==> src/rtl/geiger_emu_pkg.sv <==
// Shared constants and helpers for the Geiger pulse emulator and its LFSR.
package geiger_emu_pkg;

  // Emitter state encoding.
  typedef enum logic [1:0] {
    ST_IDLE  = 2'd0,
    ST_PULSE = 2'd1,
    ST_DEAD  = 2'd2
  } geiger_state_e;

  // Galois feedback mask (taps 16,14,13,11).
  localparam logic [15:0] LFSR_MASK = 16'hB400;

  // Random-emission thresholds, in events per 65536 cycles.
  localparam logic [15:0] THRESH_00 = 16'd0;
  localparam logic [15:0] THRESH_01 = 16'd1;
  localparam logic [15:0] THRESH_10 = 16'd16;
  localparam logic [15:0] THRESH_11 = 16'd256;

  // Pulses emitted per trig-initiated burst.
  localparam int unsigned BURST_LEN = 4;

  // Map the board switch setting to a hit threshold.
  function automatic logic [15:0] rate_thresh(input logic [1:0] sel);
    logic [15:0] t;
    case (sel)
      2'b00:   t = THRESH_00;
      2'b01:   t = THRESH_01;
      2'b10:   t = THRESH_10;
      2'b11:   t = THRESH_11;
      default: t = THRESH_00;
    endcase
    return t;
  endfunction

  // One right-shifting Galois step; zero state never reachable from nonzero.
  function automatic logic [15:0] lfsr_next(input logic [15:0] q);
    return {1'b0, q[15:1]} ^ (q[0] ? LFSR_MASK : 16'h0000);
  endfunction

endpackage

==> src/rtl/geiger_lfsr.sv <==
// 16-bit Galois LFSR, loads SEED on reset and advances while step is high.
module geiger_lfsr
  import geiger_emu_pkg::*;
#(
  parameter logic [15:0] SEED = 16'hACE1
) (
  input  logic        sys_clk,
  input  logic        rst,
  input  logic        step,
  output logic [15:0] q
);

  logic [15:0] q_r;

  // Shift register: reseed on reset, advance on step, otherwise hold.
  always_ff @(posedge sys_clk) begin
    if (rst) begin
      q_r <= SEED;
    end else if (step) begin
      q_r <= lfsr_next(q_r);
    end else begin
      q_r <= q_r;
    end
  end

  assign q = q_r;

endmodule

==> src/rtl/geiger_pulse_emulator.sv <==
// Geiger-tube pulse emulator: random or manual events, each a fixed-width
// high pulse followed by an enforced dead time.
// Optional build macro GEIGER_EMU_BURST_EN: a trig-initiated start emits a
// burst of BURST_LEN pulses, each with its own full dead time.
module geiger_pulse_emulator
  import geiger_emu_pkg::*;
#(
  parameter int unsigned PULSE_CYCLES = 100,
  parameter int unsigned DEAD_CYCLES  = 5000,
  parameter logic [15:0] LFSR_SEED    = 16'hACE1
) (
  input  logic       sys_clk,
  input  logic       rst,
  input  logic       en,
  input  logic [1:0] rate_sel,
  input  logic       trig,
  output logic       pulse_out,
  output logic       busy,
  output logic [7:0] emitted_count
);

  localparam logic [1:0]  IDLE      = ST_IDLE;
  localparam logic [1:0]  PULSE     = ST_PULSE;
  localparam logic [1:0]  DEAD      = ST_DEAD;
  localparam logic [31:0] PULSE_LD  = 32'(PULSE_CYCLES - 1);
  localparam logic [31:0] DEAD_LD   = 32'(DEAD_CYCLES - 1);

  logic [15:0] lfsr_q_s;
  logic        hit_s;
  logic        start_s;

  logic [1:0]  state_r,  state_nx_s;
  logic [31:0] cnt_r,    cnt_nx_s;
  logic        pulse_r,  pulse_nx_s;
  logic        busy_r;
  logic [7:0]  count_r,  count_nx_s;
`ifdef GEIGER_EMU_BURST_EN
  localparam logic [1:0]  BURST_LD  = 2'(BURST_LEN - 1);
  logic [1:0]  burst_r,  burst_nx_s;
`endif

  geiger_lfsr #(
    .SEED (LFSR_SEED)
  ) u_lfsr (
    .sys_clk (sys_clk),
    .rst     (rst),
    .step    (en),
    .q       (lfsr_q_s)
  );

  assign hit_s   = en && (lfsr_q_s < rate_thresh(rate_sel));
  assign start_s = (state_r == IDLE) && (hit_s || trig);

  // Next-state logic; requests outside IDLE fall through and are dropped.
  always_comb begin
    state_nx_s = state_r;
    cnt_nx_s   = cnt_r;
    pulse_nx_s = pulse_r;
    count_nx_s = count_r;
`ifdef GEIGER_EMU_BURST_EN
    burst_nx_s = burst_r;
`endif
    case (state_r)
      IDLE: begin
        if (start_s) begin
          state_nx_s = PULSE;
          cnt_nx_s   = PULSE_LD;
          pulse_nx_s = 1'b1;
          count_nx_s = count_r + 8'd1;
`ifdef GEIGER_EMU_BURST_EN
          burst_nx_s = trig ? BURST_LD : 2'd0;
`endif
        end else begin
          pulse_nx_s = 1'b0;
        end
      end
      PULSE: begin
        if (cnt_r == 32'd0) begin
          state_nx_s = DEAD;
          cnt_nx_s   = DEAD_LD;
          pulse_nx_s = 1'b0;
        end else begin
          cnt_nx_s   = cnt_r - 32'd1;
          pulse_nx_s = 1'b1;
        end
      end
      DEAD: begin
        if (cnt_r == 32'd0) begin
`ifdef GEIGER_EMU_BURST_EN
          if (burst_r != 2'd0) begin
            state_nx_s = PULSE;
            cnt_nx_s   = PULSE_LD;
            pulse_nx_s = 1'b1;
            count_nx_s = count_r + 8'd1;
            burst_nx_s = burst_r - 2'd1;
          end else begin
            state_nx_s = IDLE;
            pulse_nx_s = 1'b0;
          end
`else
          state_nx_s = IDLE;
          pulse_nx_s = 1'b0;
`endif
        end else begin
          cnt_nx_s   = cnt_r - 32'd1;
          pulse_nx_s = 1'b0;
        end
      end
      default: begin
        state_nx_s = IDLE;
        cnt_nx_s   = 32'd0;
        pulse_nx_s = 1'b0;
      end
    endcase
  end

  // State, phase counter and registered outputs; reset drops any event.
  always_ff @(posedge sys_clk) begin
    if (rst) begin
      state_r <= IDLE;
      cnt_r   <= 32'd0;
      pulse_r <= 1'b0;
      busy_r  <= 1'b0;
      count_r <= 8'd0;
    end else begin
      state_r <= state_nx_s;
      cnt_r   <= cnt_nx_s;
      pulse_r <= pulse_nx_s;
      busy_r  <= (state_nx_s != IDLE);
      count_r <= count_nx_s;
    end
  end

`ifdef GEIGER_EMU_BURST_EN
  // Remaining pulses of the current burst; reset aborts the burst.
  always_ff @(posedge sys_clk) begin
    if (rst) begin
      burst_r <= 2'd0;
    end else begin
      burst_r <= burst_nx_s;
    end
  end
`endif

  assign pulse_out     = pulse_r;
  assign busy          = busy_r;
  assign emitted_count = count_r;

endmodule

==> config.mk <==
export PLATFORM = sky130hd
export DESIGN_NAME = geiger_pulse_emulator
export DESIGN_NICKNAME = d
export VERILOG_FILES = /design/src/rtl/geiger_emu_pkg.sv /design/src/rtl/geiger_lfsr.sv /design/src/rtl/geiger_pulse_emulator.sv
export SDC_FILE = /design/constraint.sdc
export NUM_CORES = 1
export LEC_CHECK = 0
export ABC_CLOCK_PERIOD_IN_PS = 2800
export BUFFER_PORTS_ARGS = -buffer_cell sky130_fd_sc_hd__buf_2
export CAP_MARGIN = 20
export CELL_PAD_IN_SITES_DETAIL_PLACEMENT = 1
export CELL_PAD_IN_SITES_GLOBAL_PLACEMENT = 2
export CORE_MARGIN = 3
export CORE_UTILIZATION = 38
export DETAILED_ROUTE_END_ITERATION = 7
export PLACE_DENSITY_LB_ADDON = 0.2
export SLEW_MARGIN = 25
export SYNTH_ARGS = -nofsm -noshare
export SYNTH_HDL_FRONTEND = slang
export SYNTH_SLANG_ARGS = --single-unit
==> constraint.sdc <==
create_clock -name sys_clk -period 2.8 [get_ports sys_clk]
set_input_delay 0.28 -clock sys_clk [delete_from_list [all_inputs] [get_ports sys_clk]]
set_output_delay 0.28 -clock sys_clk [all_outputs]
set_load 0.02 [all_outputs]
==> impl_metrics.toml <==
[sta]
relSlewSlack = 0.618
finalHoldViolCount = 0
finalSetupViolCount = 0
finalMaxSlewViolations = 0
grt_setup_unrepaired = "false"
fin_crit_ns = 2.65
max_freq_mhz = 377
post-route-period-util = 0.948
setup_tns_ns = 0
worst_pin_slew_ns = 0.558
skew_ns = 0.0105

[floorplan]
dieArea_sq_mm = 0.00959
row_count = 32
core_sq_mm = 0.00797
start_util = 0.403
io_pins = 16
die_h_um = 97.9
die-width_um = 97.9

[pwr]
finalPower_mw = 4.52
irDropWorstVdd_mv = 0.380
leakage_nw = 1.44
pwr_density_cell_mw_per_mm2 = 1210

[logic_synthesis]
synthCells = 368
synth_area_sq_mm = 0.00321
ys_top_cells_by_count = "60 x dfxtp_1, 25 x nand2_1, 24 x mux2i_1"
synth.most_common_cell = "dfxtp_1"
synth_warnings = 0
synth_top_area_cell = "dfxtp_1"
synthArstFlopShare = 0
synth_ff_type = "dfxtp_1"
synth_edf_count = 0
synth-seq-area-share = 0.374
synthesis.nets = 379
yosysTopAreaCellShare = 0.374
syn_area_per_cell_sq_um = 8.72
ys_seq_elements = 60
ys_top_cells_by_area = "dfxtp_1 37%, mux2i_1 7.5%, or4_1 3.7%"
synth_cell_types = 58

[route]
ant_nets = 0
wl_met2_um = 4170
route.met3.wl_um = 321
vias = 2930
drc_errors = 0
drt-total-wl_um = 8790
via_per_inst = 5.92
m1WireLength_um = 4220
dr.pass1.iters = 4
top_layer_used = "met4"
drt_first_iter_violations = 126
wl_per_cell_um = 17.8

[job]
cap_viol_max_count = 0

[worst_setup_path]
ff2ff_setup_slack_ns = 0.15
crit_required_ns = 3.07
crit_family = "simple AND/OR/NAND/NOR gates"
worstPathCellList = "or4_1, or4_4, or3_4, a211oi_1, mux2i_1"
crit_slowest_cell = "or4_1"
critical_path_arrival_ns = 2.92
crit_type = "reg -> reg"
cp-end-kind = "register"
start_kind = "register"
crit_path_start = "cnt_r[8]"
rr_startpoint = "cnt_r[8]"
cp_max_fo = 6
cp_slowest_stage_delay_ns = 0.67
cp.buffers_inverters = 0

[placed_design]
gp_congestion = 0.828
portBuffers = 15
dp_hpwl_um = 6190
dpl_cell_area_sq_mm = 0.00349

[layout]
utilization = 0.470
fillers = 936
post-route-cell-area_sq_mm = 0.00374
finalNetCount = 399
num_antenna_cells = 0
drive_gt1_frac = 0.165
area_growth_syn_to_layout_pct = 16.5

[grt]
grt_usage = 0.194
grt_pass1_wl_um = 15400
antenna_found_initial = 0
grt_pass1_vias = 3121
grt_max_degree = 35
grt_overflow = 0

[hold_path]
hold_path_class = "in -> reg"
min_from = "rst"

[cts]
tritoncts = "done"
path_clk_slew_ns = 0.07
cts_buffers = 9
cts_num_sinks = 60
insertion_delay_ns = 0.34
h-tree-depth = 3
cts.path.max_buffers = 2
cts_root_buf = "clkbuf_8"

[outcome]
status = "finished clean"
==> metrics by stage <==
stage / instances / hold WS, ns / worst slack (ns)
6_report: 495 / 0.342 / 0.146
5_1_grt: 495 / 0.356 / 0.00533
4_1_cts: 495 / 0.327 / 0.125
3_5_place_dp: 479 / 0.474 / 0.128
3_3_place_gp: 479 / 0.458 / 0.208
2_1_floorplan: 368 / 0.446 / 0.239
==> sequential cells by signal, indices dropped and copies added (netlist names) <==
signal and cells:
state_r 2, cnt_r 32, pulse_out 1, busy 1
emitted_count 8, u_lfsr.q 16
==> cells by family (layout without fill, tap and decap cells) <==
logic type	Yosys count	in the layout	share of synthesized area
simple gates	139	139	0.249
compound gates	95	95	0.217
flops	60	60	0.374
buf+inv	38	63	0.0464
mux	24	24	0.0748
xor+xnor	7	7	0.0191
fa+ha+maj	5	5	0.0195
==> worst paths after layout <==
check | end | cells past startpoint
worst max register to register | cnt_r[28] | 5
worst min-delay path | u_lfsr.q[13] | 4
worst min register to register | emitted_count[7] | 2
worst max-delay path | cnt_r[28] | 5
==> final cells by class <==
| class | count | area (sq um) | share of cell area |
|---|---|---|---|
| clock buffers | 10 | 128 | 0.0341 |
| clock inverters | 6 | 113 | 0.0301 |
| inverters | 11 | 41.3 | 0.0110 |
| multi-input cells | 270 | 1870 | 0.501 |
| flip-flops and latches | 60 | 1200 | 0.321 |
| well taps | 102 | 128 | 0.0341 |
| repair buffers | 36 | 258 | 0.0689 |
==> cell usage in the layout, fill, tap and decap left out, types with 9 or more instances in the layout <==
cell type / Yosys / final
buf_4: 1 / 19
buf_2: 2 / 15
nor2_1: 23 / 23
mux2i_1: 24 / 24
o31ai_1: 15 / 15
o21ai_0: 10 / 10
a21oi_1: 23 / 23
nand2_1: 25 / 25
clkbuf_8: 0 / 9
nand3b_1: 10 / 10
nand3_1: 13 / 13
or4_1: 16 / 16
dfxtp_1: 60 / 60
inv_1: 11 / 11
or3_1: 9 / 9
nor3_1: 13 / 13
==> layer usage <==
metal	vias to the layer above	global-route usage
met5	-	0
met1	1427	0.257
li1	1453	-
met4	0	0.0767
met3	8	0.0286
met2	42	0.317
==> where the power goes <==
part | switching [mW] | internal (mW)
sequential | 0.200 | 1.04
clock | 0.372 | 0.593
combinational | 1.37 | 0.950
total | 1.94 | 2.58
==> worst min-delay path, delay by kind of cell <==
kind                   cells  cell delay (ns)
buffers and inverters      3             0.30
and+or+nand+nor            1             0.06
==> timing repair <==
item | 4_1_cts | 5_1_grt
buffers inserted | 0 | 0
endpoints found under the setup margin | 0 | 1
hold buffers | 0 | 0
gates resized for setup | 0 | 2
Note: power is estimated with default switching activity, not from simulation.
